<file path="config.mk">
export PLATFORM = sky130hd
export DESIGN_NAME = bullet_pool
export DESIGN_NICKNAME = d
export VERILOG_FILES = /design/src/rtl/bullet_pool.sv
export SDC_FILE = /design/constraint.sdc
export NUM_CORES = 1
export LEC_CHECK = 0
export ABC_CLOCK_PERIOD_IN_PS = 10800
export CORE_ASPECT_RATIO = 1.2
export CORE_MARGIN = 2
export CORE_UTILIZATION = 40
export DETAILED_ROUTE_END_ITERATION = 8
export GPL_TIMING_DRIVEN = 0
export MAX_ROUTING_LAYER = met4
export PLACE_DENSITY = 0.56
export SYNTH_ARGS = -nofsm -noshare
export SYNTH_HDL_FRONTEND = slang
export SYNTH_SLANG_ARGS = --single-unit
</file>
<file path="constraint.sdc">
create_clock -name clk -period 10.8 [get_ports clk]
set_input_delay 1.62 -clock clk [delete_from_list [all_inputs] [get_ports clk]]
set_output_delay 1.62 -clock clk [all_outputs]
set_load 0.02 [all_outputs]
</file>
<file path="src/rtl/bullet_pool.sv">
// bullet_pool: pool of independent bullets with per-slot latched direction, fire cooldown and opponent hit detection
module bullet_pool #(
  parameter int N_BULLETS = 4,
  parameter int COORD_W = 11,
  parameter int SCREEN_WIDTH = 640,
  parameter int SCREEN_HEIGHT = 480,
  parameter int BULLET_SPEED = 1,
  parameter int SPRITE_W = 8,
  parameter int SPRITE_H = 8,
  parameter int COOLDOWN = 8
) (
  input  logic clk,
  input  logic reset,
  input  logic tick,
  input  logic fire,
  input  logic [1:0] orientation,
  input  logic [COORD_W-1:0] sprite_x,
  input  logic [COORD_W-1:0] sprite_y,
  input  logic [COORD_W-1:0] opponent_x,
  input  logic [COORD_W-1:0] opponent_y,
  output logic fire_ack,
  output logic [N_BULLETS*COORD_W-1:0] bullet_x,
  output logic [N_BULLETS*COORD_W-1:0] bullet_y,
  output logic [N_BULLETS-1:0] bullet_active,
  output logic [N_BULLETS-1:0] hit_mask,
  output logic hit_opponent
);
  localparam int CD_W = COOLDOWN > 0 ? $clog2(COOLDOWN + 1) : 1;
  localparam int W = COORD_W + 1;
  localparam logic [W-1:0] SPD = W'(BULLET_SPEED);
  localparam logic [W-1:0] X_LIM = W'(SCREEN_WIDTH);
  localparam logic [W-1:0] Y_LIM = W'(SCREEN_HEIGHT);
  localparam logic [COORD_W-1:0] HALF_W = COORD_W'(SPRITE_W);
  localparam logic [COORD_W-1:0] HALF_H = COORD_W'(SPRITE_H);
  typedef enum logic {IDLE, ACTIVE} slot_t;
  slot_t state [N_BULLETS];
  slot_t state_n [N_BULLETS];
  logic [COORD_W-1:0] x [N_BULLETS];
  logic [COORD_W-1:0] y [N_BULLETS];
  logic [COORD_W-1:0] x_n [N_BULLETS];
  logic [COORD_W-1:0] y_n [N_BULLETS];
  logic [1:0] dir [N_BULLETS];
  logic [1:0] dir_n [N_BULLETS];
  logic [CD_W-1:0] cd, cd_n;
  logic [N_BULLETS-1:0] free, alloc, hits;
  logic [W-1:0] nx, ny;
  logic [COORD_W-1:0] dx, dy;
  logic move, oob, hit;

  for (genvar i = 0; i < N_BULLETS; i++) begin : g_out
    assign bullet_active[i] = state[i] == ACTIVE;
    assign bullet_x[i*COORD_W +: COORD_W] = x[i];
    assign bullet_y[i*COORD_W +: COORD_W] = y[i];
  end

  always_comb begin
    free = ~bullet_active;
    fire_ack = fire && cd == '0 && |free;
    // lowest set bit of the free mask picks the lowest-index idle slot
    alloc = fire_ack ? free & (~free + N_BULLETS'(1)) : '0;
    cd_n = fire_ack ? CD_W'(COOLDOWN) : tick && cd != '0 ? cd - CD_W'(1) : cd;
    hits = '0;
    nx = '0;
    ny = '0;
    dx = '0;
    dy = '0;
    move = 1'b0;
    oob = 1'b0;
    hit = 1'b0;
    for (int i = 0; i < N_BULLETS; i++) begin
      state_n[i] = state[i];
      x_n[i] = x[i];
      y_n[i] = y[i];
      dir_n[i] = dir[i];
      move = tick && state[i] == ACTIVE;
      nx = dir[i] == 2'b00 ? {1'b0, x[i]} + SPD : dir[i] == 2'b10 ? {1'b0, x[i]} - SPD : {1'b0, x[i]};
      ny = dir[i] == 2'b01 ? {1'b0, y[i]} + SPD : dir[i] == 2'b11 ? {1'b0, y[i]} - SPD : {1'b0, y[i]};
      // left/up moves that would underflow retire instead of wrapping
      oob = (dir[i] == 2'b10 && {1'b0, x[i]} < SPD) || (dir[i] == 2'b11 && {1'b0, y[i]} < SPD) || nx >= X_LIM || ny >= Y_LIM;
      dx = nx[COORD_W-1:0] > opponent_x ? nx[COORD_W-1:0] - opponent_x : opponent_x - nx[COORD_W-1:0];
      dy = ny[COORD_W-1:0] > opponent_y ? ny[COORD_W-1:0] - opponent_y : opponent_y - ny[COORD_W-1:0];
      hit = dx < HALF_W && dy < HALF_H;
      hits[i] = move && !oob && hit;
      state_n[i] = alloc[i] ? ACTIVE : move && (oob || hit) ? IDLE : state[i];
      x_n[i] = alloc[i] ? sprite_x : move && !oob ? nx[COORD_W-1:0] : x[i];
      y_n[i] = alloc[i] ? sprite_y : move && !oob ? ny[COORD_W-1:0] : y[i];
      dir_n[i] = alloc[i] ? orientation : dir[i];
    end
  end

  always_ff @(posedge clk or posedge reset) begin
    if (reset) begin
      for (int i = 0; i < N_BULLETS; i++) begin
        state[i] <= IDLE;
        x[i] <= '0;
        y[i] <= '0;
        dir[i] <= '0;
      end
      cd <= '0;
      hit_mask <= '0;
      hit_opponent <= 1'b0;
    end else begin
      for (int i = 0; i < N_BULLETS; i++) begin
        state[i] <= state_n[i];
        x[i] <= x_n[i];
        y[i] <= y_n[i];
        dir[i] <= dir_n[i];
      end
      cd <= cd_n;
      hit_mask <= hits;
      hit_opponent <= |hits;
    end
  end
endmodule
</file>
# ---- Yosys cells after proc, flatten, opt, wreduce, memory -nomap -nowiden
# Index checks and enable logic that the tools add are counted.
# W data, S select, Z words.
dict set report op_classes {
  n_addsub 34
  multipliers 0
  n_div 0
  order_cmp 32
  n_eq_ne 12
  shifts 0
  muxes 51
  bitwise 3
  reduce_logical 68
}
# cell n
set ops {}
lappend ops {{$mux W11} 24}
lappend ops {{$mux W12} 16}
lappend ops {{$sub A11 B11 Y11} 16}
lappend ops {{$add A11 B1 Y12 const B} 8}
lappend ops {{$sub A11 B1 Y12 const B} 8}
lappend ops {{$gt A11 B11 Y1} 8}
lappend ops {{$lt A11 B1 Y1 const B} 8}
lappend ops {{$lt A11 B4 Y1 const B} 8}
lappend ops {{$ge A12 B10 Y1 const B} 4}
lappend ops {{$ge A12 B9 Y1 const B} 4}
lappend ops {{$logic_and A1 B1 Y1} 31}
lappend ops {{$reduce_bool A2 Y1} 9}
lappend ops {{$eq A2 B2 Y1 const B} 8}
lappend ops {{$logic_or A1 B1 Y1} 16}
lappend ops {{$mux W4} 3}
lappend ops {{$eq A2 B1 Y1 const B} 4}
lappend ops {{$logic_not A2 Y1} 4}
lappend ops {{$mux W1} 8}
lappend ops {{$not A4 Y4} 2}
lappend ops {{$reduce_or A4 Y1} 2}
lappend ops {{$add A4 B1 Y4 const B} 1}
lappend ops {{$and A4 B4 Y4} 1}
lappend ops {{$logic_not A1 Y1} 4}
lappend ops {{$logic_not A4 Y1} 1}
lappend ops {{other kinds (2)} 2}
dict set report totals {
  reg_bits 109
  latchBits 0
  ram_bits 0
  rom_bits 0
  inputBits 50
  out_inout_bits 98
  wordCells 219
  memories 0
}

# ---- Logic depth before layout (Yosys ltp)
# Gate-level depths: netlist of run 1.
dict set report logic_depth {
  depth_word 11
  mapped_depth 21
  mapped_depth_nobuf 20
}

# ---- Worst setup path before layout of run 1
# Ideal clock, no wire load.
dict set report synth_timing {
  path_type {register -> register}
  from {reg y (netlist bit bullet_y[35])}
  to {reg hit_opponent}
  setup_time_ns 0.065
  t_arrival_ns 4.851
  t_required_ns 10.735
  path_slack_ns 5.884
  path_stages_with_launch 19
  path_buffers 1
  synth_period_minus_slack_ns 4.916
  path_cell_list {dfrtp_1 or3b_4 or4_4 or3_1 o31ai_1 xor2_1 ha_1 a21oi_1 nor2_1 a211oi_1 a21o_1 clkbuf_1 mux2i_1 xor2_1 nand4_1 nor4_1 nand3_1 nor4_2 or4_1}
}
dict set report synth_via {
  elab_chain_cells 9
  word_cells_on_any_way 20
  cone_classes {4 x add/sub; 4 x order compare; 3 x mux; 9 x reduce/logical}
}
# item line
set synth_rtl {}
lappend synth_rtl {{start, declared} 39} ;# logic [COORD_W-1:0] y [N_BULLETS];
lappend synth_rtl {{start signal, assigned by index} 106} ;# y[i] <= y_n[i];
lappend synth_rtl {{$sub A11 B1 Y12 or $lt A11 B1 Y1 (tied branches)} {77, 79}}
lappend synth_rtl {{$mux W12 or $logic_and A1 B1 Y1 (tied branches)} {77, 79}}
lappend synth_rtl {{$mux W12 or $logic_or A1 B1 Y1 (tied branches)} {77, 79}}
lappend synth_rtl {{$sub A11 B11 Y11, or another cell as far along} 81} ;# dy = ny[COORD_W-1:0] > opponent_y ? ny[COORD_W-1:0] - opponent_y : opponent_y - ny[COORD_W-1:0];
lappend synth_rtl {{$mux W11 or $logic_or A1 B1 Y1 (tied branches)} {81, 79}}
lappend synth_rtl {{$lt A11 B4 Y1 or $logic_not A1 Y1 (tied branches)} {82, 83}}
lappend synth_rtl {{$logic_and A1 B1 Y1, on equally long branches} {82, 83}}
lappend synth_rtl {{$logic_and A1 B1 Y1 (*)} 83} ;# hits[i] = move && !oob && hit;
lappend synth_rtl {{named net hits[3]} 45} ;# logic [N_BULLETS-1:0] free, alloc, hits;
lappend synth_rtl {{$reduce_or A4 Y1 (*)} 111} ;# hit_opponent <= |hits;
lappend synth_rtl {{end signal, assigned} 111}
lappend synth_rtl {{end, declared} 26} ;# output logic hit_opponent
# The timed path passes the listed nets; every way through them passes the cells marked *.
# A chain may end at the register's enable or synchronous reset.

# ---- Worst setup path in the final report of run 1
dict set report layout_timing {
  from {in opponent_x[3]}
  to {reg state (netlist bit bullet_active[1])}
}
dict set report layout_via {
  elab_chain_cells 7
  word_cells_on_any_way 9
  cone_classes {2 x add/sub; 2 x order compare; 1 x mux; 4 x reduce/logical}
}
# item line
set layout_rtl {}
lappend layout_rtl {{start, declared} 19} ;# input logic [COORD_W-1:0] opponent_x,
lappend layout_rtl {{$sub A11 B11 Y11 or $gt A11 B11 Y1 (tied branches)} 80} ;# dx = nx[COORD_W-1:0] > opponent_x ? nx[COORD_W-1:0] - opponent_x : opponent_x - nx[COORD_W-1:0];
lappend layout_rtl {{$mux W11 (*)} 80}
lappend layout_rtl {{$lt A11 B4 Y1 (*)} 82} ;# hit = dx < HALF_W && dy < HALF_H;
lappend layout_rtl {{$logic_and A1 B1 Y1 (*)} 82}
lappend layout_rtl {{$logic_or A1 B1 Y1 (*)} 84} ;# state_n[i] = alloc[i] ? ACTIVE : move && (oob || hit) ? IDLE : state[i];
lappend layout_rtl {{$logic_and A1 B1 Y1 (*)} 84}
lappend layout_rtl {{$reduce_bool A2 Y1 (no line) (*)} --}
lappend layout_rtl {{end signal, assigned by index} 104} ;# state[i] <= state_n[i];
lappend layout_rtl {{end, declared} 36} ;# slot_t state [N_BULLETS];
# Mark *: on every way between the ends. The rest lies on a longest branch, timed or not.

==> flow_metrics.py, run 1 <==
metrics = {
    "logic_synthesis": {
        "synth_area_mm2": 0.0145,
        "synth_xor_area_frac": 0.0964,
        "synthMuxAreaShare": 0.0370,
        "synth_top_family_by_area": "simple AND/OR/NAND/NOR gates",
        "synth_cells": 1915,
        "synth_compound_area_frac": 0.226,
        "async_reset_ff_frac": 1.00,
        "ys_types": 86,
        "synth_ff_type": "dfrtp_1",
        "avgSynthCellArea_um2": 7.59,
        "yosysSeqAreaShare": 0.188,
        "post-synth-top-count-cell": "nand2_1",
        "yosys-top-cells-count": "nand2_1, ha_1, inv_1, nor2_1, a21oi_1",
        "synth_seq_cells": 109,
        "ys_top_cells_by_area": "dfrtp_1, ha_1, xnor2_1",
        "yosys.area_share.simple": 0.226,
        "synth_top_area_frac": 0.188,
        "yosys_warnings": 0,
        "yosysTopAreaCell": "dfrtp_1",
        "syn_nets": 2151,
        "synth_edf_count": 0,
        "synth_fa_ha_area_frac": 0.160,
    },
    "clocking": {
        "cts_tree": "built",
        "post_cts_buffers": 0,
        "clk_latency_ns": 0.38,
        "cts_resized": 0,
        "clk_pin_slew_worst_paths_ns": 0.08,
        "h-tree-depth": 3,
        "cts.sinks": 109,
        "cts_root_buf": "clkbuf_16",
        "postCtsHoldBufs": 0,
        "cts_buffers": 9,
        "clockBufferDepth": 2,
    },
    "timing": {
        "min_period_ns": 6.57,
        "worst_slew_pin_slew_ns": 1.04,
        "skew_ns": 0.00962,
        "maxClockFrequency_mhz": 152,
        "slew_viol_final": 0,
        "hold_violations": 0,
        "rsz0062_at_grt": "false",
        "setup_tns_ns": 0,
        "setup_viol": 0,
        "maxSlewHeadroom": 0.299,
        "fin_crit_sh": 0.608,
    },
    "global_routing": {
        "grt_max_degree": 91,
        "gr-total-overflow": 0,
        "grt_usage": 0.305,
        "first_global_vias": 13900,
        "antenna_found_initial": 0,
        "grt_pass1_wl_mm": 84.2,
    },
    "finish": {
        "final_cells": 2546,
        "drive_gt1_frac": 0.0327,
        "antennaDiodeCount": 0,
        "num-nets-final": 2309,
        "area_growth_pct": 16.4,
    },
    "detailed_routing": {
        "dr_total_vias": 15000,
        "ant_nets": 0,
        "wl_per_cell_um": 22.4,
        "dr.pass1.iters": 5,
        "drt_wl_total_mm": 57.0,
        "drt_iter0_drc": 1161,
        "via_per_inst": 5.88,
        "drc_errors": 0,
    },
    "worst_hold_path": {
        "min_path_type": "flop to flop",
    },
    "placement": {
        "finalWeightedCongestion": 0.967,
        "portBuffers": 146,
        "hpwl_mm": 47.1,
        "dp_cells": 2530,
    },
    "run_status": {
        "outcome": "finished, final reports clean",
    },
    "worst_setup_path": {
        "startpoint_type": "input port",
        "crit_required_ns": 11.07,
        "path_max_fanout": 9,
        "end_kind": "flop",
        "crit_type": "input port to flop",
        "arrival_ns": 6.84,
    },
    "floorplanning": {
        "start_util": 0.406,
        "coreArea_mm2": 0.0358,
        "die_y_um": 213,
        "ios": 148,
        "fp-row-count": 76,
        "die-area_mm2": 0.0379,
        "die_w_um": 178,
    },
    "job": {
        "max_cap_violations": 0,
    },
    "power_and_ir_drop": {
        "ir_worst_vdd_mv": 0.164,
        "leakage_nw": 7.43,
        "powerDensity_mw_per_mm2": 283,
    },
}
-- worst max-delay path, stage by stage --
cell and delay (ns):
clkdlybuf4s50_1 0.74, inv_1 0.31, ha_1 0.46, a21o_1 0.21, a21oi_1 0.19, a21boi_0 0.13
o31ai_2 0.72, mux2_2 0.45, xnor2_1 0.49, o2111ai_1 0.19, a2111oi_0 0.60, nand4_1 0.31
a221o_1 0.40
-- cell families (layout without fill, tap and decap cells) --
logic type / after synthesis / after routing
mux: 53 / 53
fa+ha+maj: 186 / 186
flops: 109 / 109
buf+inv: 255 / 418
simple gates: 655 / 655
xor+xnor: 160 / 160
compound gates: 497 / 497
-- layout make-up --
type,instances,area [µm²]
multi-input combinational,1551,10800
clock buffer,13,260
inverter,164,621
fill,3673,18900
sequential,109,2730
clock inverter,3,43.8
buffer,91,358
timing repair buffer,147,1490
tap,468,586
-- cells in the final DEF (no fill, tap or decap), types with 15 or more instances in the layout --
cell type,n
a21o_1,46
a21oi_1,128
a221o_1,27
and3_1,18
clkbuf_1,79
clkdlybuf4s50_1,146
dfrtp_1,109
ha_1,186
inv_1,163
mux2i_1,47
nand2_1,193
nand2b_1,20
nand3_1,53
nand4_1,38
nor2_1,149
nor2b_1,19
nor3_1,50
nor4_1,17
o21a_1,15
o21ai_0,114
o21bai_1,16
o22ai_1,21
or3_1,17
xnor2_1,91
xor2_1,69
-- power breakdown --
group          internal [W]  switching (W)  total, W
sequential         0.000554       0.000258  0.000811
combinational       0.00141        0.00220   0.00361
clock              0.000193       0.000173  0.000367
total               0.00216        0.00263   0.00479
-- flip-flops by register name, indices dropped and copies added (netlist names) --
name	flops
bullet_y	44
bullet_x	44
hit_mask	4
cd	4
dir	8
hit_opponent	1
bullet_active	4
-- path summary, 6_finish.rpt --
check	startpoint	to	slack [ns]	depth (start not counted)
max reg2reg	bullet_x[15]$_DFFE_PP0P_	bullet_active[1]$_DFFE_PP0P_	4.35	15
max in group asynchronous	reset	bullet_x[33]$_DFFE_PP0P_	8.48	3
min	cd[2]$_DFFE_PP0P_	cd[2]$_DFFE_PP0P_	0.53	1
min in group asynchronous	reset	bullet_x[2]$_DFFE_PP0P_	1.55	2
max	opponent_x[3]	bullet_active[1]$_DFFE_PP0P_	4.23	13
min reg2reg	cd[2]$_DFFE_PP0P_	cd[2]$_DFFE_PP0P_	0.53	1
-- stage by stage --
stage                     power (W)  instance area (µm²)  utilization  hold WS, ns  setup WS, ns
after global placement      0.00432                16600        0.463        0.497          4.04
after detailed placement    0.00435                16600        0.464        0.497          4.09
after global routing        0.00516                16900        0.472        0.531          4.07
final                       0.00479                16900        0.472        0.527          4.23
after floorplan             0.00319                14500            -        0.468          5.88
after CTS                   0.00474                16900        0.472        0.520          4.48
-- per-layer routing --
| metal | track usage | routed length [µm] |
|---|---|---|
| met5 | - | 0 |
| met4 | 0.142 | 2870 |
| met1 | 0.392 | 24800 |
| met2 | 0.483 | 26200 |
| met3 | 0.0329 | 3100 |
Note: power is estimated with default switching activity, not from simulation.
==> run 2, diff against run 1 <==
--- a/config.mk
+++ b/config.mk
@@ -5,7 +5,7 @@
 export SDC_FILE = /design/constraint.sdc
 export NUM_CORES = 1
 export LEC_CHECK = 0
-export ABC_CLOCK_PERIOD_IN_PS = 10800
+export ABC_CLOCK_PERIOD_IN_PS = 6750
 export CORE_ASPECT_RATIO = 1.2
 export CORE_MARGIN = 2
 export CORE_UTILIZATION = 40
==> constraint.sdc (replaced) <==
create_clock -name clk -period 6.75 [get_ports clk]
set_input_delay 1.0125 -clock clk [delete_from_list [all_inputs] [get_ports clk]]
set_output_delay 1.0125 -clock clk [all_outputs]
set_load 0.02 [all_outputs]
==> results of run 2 <==
The final DEF is identical to that of run 1. Status: finished, final reports clean.
Main changes from that run: setup slack after placement 4.09 ns -> 0.600 ns; setup slack after layout 4.23 ns -> 0.304 ns; start point of the critical path opponent_x[3] -> bullet_x[15]$_DFFE_PP0P_; register-to-register setup slack 4.35 ns -> 0.30 ns; total power 0.00479 W -> 0.00766 W; worst IR drop on VDD 0.164 mV -> 0.262 mV
==> run 3, diff against run 2 <==
--- a/config.mk
+++ b/config.mk
@@ -12,7 +12,7 @@
 export DETAILED_ROUTE_END_ITERATION = 8
 export GPL_TIMING_DRIVEN = 0
 export MAX_ROUTING_LAYER = met4
-export PLACE_DENSITY = 0.56
+export PLACE_DENSITY = 0.57
 export SYNTH_ARGS = -nofsm -noshare
 export SYNTH_HDL_FRONTEND = slang
 export SYNTH_SLANG_ARGS = --single-unit
==> run 3 against run 2 <==
  * Non-clock buffer count unchanged
  * Clock power down 0.7%
  * Sequential power about the same
  * Clock skew up 0.0038 ns
  * Setup slack better by 0.061 ns
  * Maximum frequency up 0.96%
  * Register-to-register slack better by 0.06 ns
  * Critical path depth up 1
  * Die area unchanged
  * Largest power group unchanged
  * Core utilization about the same
==> flow_metrics.py, run 3 (synthesized netlist as in run 1, its figures left out) <==
metrics = {
    "clocking": {
        "cts_buffers": 9,
        "clk_pin_slew_worst_paths_ns": 0.08,
        "cts_tree": "built",
        "cts_root_buf": "clkbuf_16",
        "clockBufferDepth": 2,
        "h-tree-depth": 3,
        "clk_latency_ns": 0.38,
        "cts.sinks": 109,
    },
    "worst_setup_path": {
        "cpPeakStageDelay_ns": 0.64,
        "path_buf_inv": 1,
        "end_kind": "flop",
        "cp_cell_sequence": "clkbuf_1 > or4_1 > o32ai_1 > o21ai_0 > xnor2_1 > ha_1 > a21oi_1 > o21ai_0 > o31ai_4 > mux2_2 > xnor2_1 > o2111ai_1 > a2111oi_0 > nand4_1 > nor2_1 > or4_1",
        "crit_required_ns": 7.05,
        "worst-r2r-setup-slack_ns": 0.37,
        "path_max_fanout": 9,
        "crit_type": "flop to flop",
        "startpoint_type": "flop",
        "cp_top_family": "compound AO/OA/AOI/OAI gates",
        "arrival_ns": 6.69,
        "cpMaxStageDelayCell": "a2111oi_0",
    },
    "power_and_ir_drop": {
        "netSwitchingPower_w": 0.00416,
        "ir_worst_vdd_mv": 0.267,
        "p_clk_frac": 0.077,
        "p_sw_frac": 0.547,
        "seqPwrFrac": 0.171,
        "powerDensity_mw_per_mm2": 449,
        "leakage_nw": 7.43,
        "p_int_w": 0.00344,
        "power_frac_comb": 0.752,
    },
    "detailed_routing": {
        "drt_iter0_drc": 1216,
        "drc_errors": 0,
        "drt_wl_total_mm": 56.6,
        "dr_total_vias": 14900,
        "ant_nets": 0,
        "via_per_inst": 5.87,
        "wl_per_cell_um": 22.2,
        "dr.pass1.iters": 5,
    },
    "floorplanning": {
        "die-area_mm2": 0.0379,
        "coreArea_mm2": 0.0358,
        "ios": 148,
        "die_y_um": 213,
        "fp-row-count": 76,
        "start_util": 0.406,
        "die_w_um": 178,
    },
    "finish": {
        "antennaDiodeCount": 0,
        "area_growth_pct": 16.4,
        "num-nets-final": 2309,
        "final_common_cell": "nand2_1",
        "finalInstanceArea_mm2": 0.0169,
        "final_cell_mix": "nand2_1, ha_1, inv_1",
        "drive_gt1_frac": 0.0327,
        "fin_util": 0.472,
    },
    "timing": {
        "slew_viol_final": 0,
        "maxSlewHeadroom": 0.318,
        "fin_ws_ns": 0.365,
        "fin_crit_sh": 0.946,
        "maxClockFrequency_mhz": 157,
        "worst_slew_pin_slew_ns": 1.01,
        "setup_tns_ns": 0,
        "rsz0062_at_grt": "false",
        "skew_ns": 0.0134,
        "min_period_ns": 6.38,
        "setup_viol": 0,
        "hold_violations": 0,
    },
    "global_routing": {
        "grt_pass1_wl_mm": 84.0,
        "antenna_found_initial": 0,
        "grt_max_degree": 57,
        "grt_usage": 0.305,
        "gr-total-overflow": 0,
        "first_global_vias": 14000,
    },
    "placement": {
        "post_dp_cell_area_mm2": 0.0166,
        "portBuffers": 146,
        "place_ws_ns": 0.457,
        "finalWeightedCongestion": 0.945,
        "hpwl_mm": 46.7,
    },
    "run_status": {
        "outcome": "finished, final reports clean",
    },
    "job": {
        "max_cap_violations": 0,
    },
    "worst_hold_path": {
        "min_path_type": "flop to flop",
    },
}
[run 3: cell types whose count changed in the layout (fill, tap and decap cells not counted), sizes merged]
| cell | before | now |
|---|---|---|
| clkinvlp | 0 | 1 |
| clkbuf | 90 | 89 |
[run 3: worst paths after layout]
path                                           from                       end  depth (start not counted)
min in group asynchronous                     reset   bullet_x[3]$_DFFE_PP0P_                          2
max in group asynchronous                     reset  bullet_y[26]$_DFFE_PP0P_                          3
setup reg to reg           bullet_x[15]$_DFFE_PP0P_    hit_opponent$_DFF_PP0_                         16
hold reg to reg                   cd[2]$_DFFE_PP0P_         cd[2]$_DFFE_PP0P_                          1
hold / removal                    cd[2]$_DFFE_PP0P_         cd[2]$_DFFE_PP0P_                          1
setup / recovery           bullet_x[15]$_DFFE_PP0P_    hit_opponent$_DFF_PP0_                         16
[run 3: power groups by stage]
stage | registers (W) | clock network [W] | logic [W]
3_3_place_gp | 0.00130 | 0 | 0.00557
2_1_floorplan | 0.00140 | 0 | 0.00370
5_1_grt | 0.00133 | 0.000613 | 0.00627
3_5_place_dp | 0.00130 | 0 | 0.00561
4_1_cts | 0.00129 | 0.000587 | 0.00564
6_report | 0.00130 | 0.000583 | 0.00572
[run 3: worst reg2reg max path, cell delays in order, from the launching register on]
cell and delay, ns:
dfrtp_1 0.42, clkbuf_1 0.21, or4_1 0.63, o32ai_1 0.53, o21ai_0 0.21, xnor2_1 0.38
ha_1 0.35, a21oi_1 0.18, o21ai_0 0.27, o31ai_4 0.58, mux2_2 0.43, xnor2_1 0.40
o2111ai_1 0.18, a2111oi_0 0.64, nand4_1 0.30, nor2_1 0.37, or4_1 0.24
[run 3: metal layers]
layer / track usage / vias up / part of all wire
li1: - / 7136 / -
met1: 0.398 / 7168 / 0.44
met2: 0.489 / 527 / 0.47
met3: 0.0306 / 105 / 0.052
met4: 0.112 / 0 / 0.040
met5: - / - / 0
[run 3: per-stage QoR]
stage,hold WS (ns),std cells,power (W)
2_1_floorplan,0.468,1915,0.00510
3_3_place_gp,0.496,2529,0.00687
3_5_place_dp,0.503,2530,0.00691
4_1_cts,0.514,2546,0.00752
5_1_grt,0.562,2546,0.00822
6_report,0.513,2546,0.00760
[run 3: cell type report]
type / count / area [µm²]
Fill cell: 3644 / 18900
Multi-Input combinational cell: 1551 / 10800
Sequential cell: 109 / 2730
Timing Repair Buffer: 147 / 1490
Inverter: 164 / 621
Tap cell: 468 / 586
Buffer: 91 / 358
Clock buffer: 12 / 246
Clock inverter: 4 / 47.5
[run 3: timing repair]
item,in CTS,in global routing
endpoints found under the setup margin,0,1
hold buffers,0,0
setup buffers,0,0
hold endpoints to repair,0,0
gates resized for setup,0,1
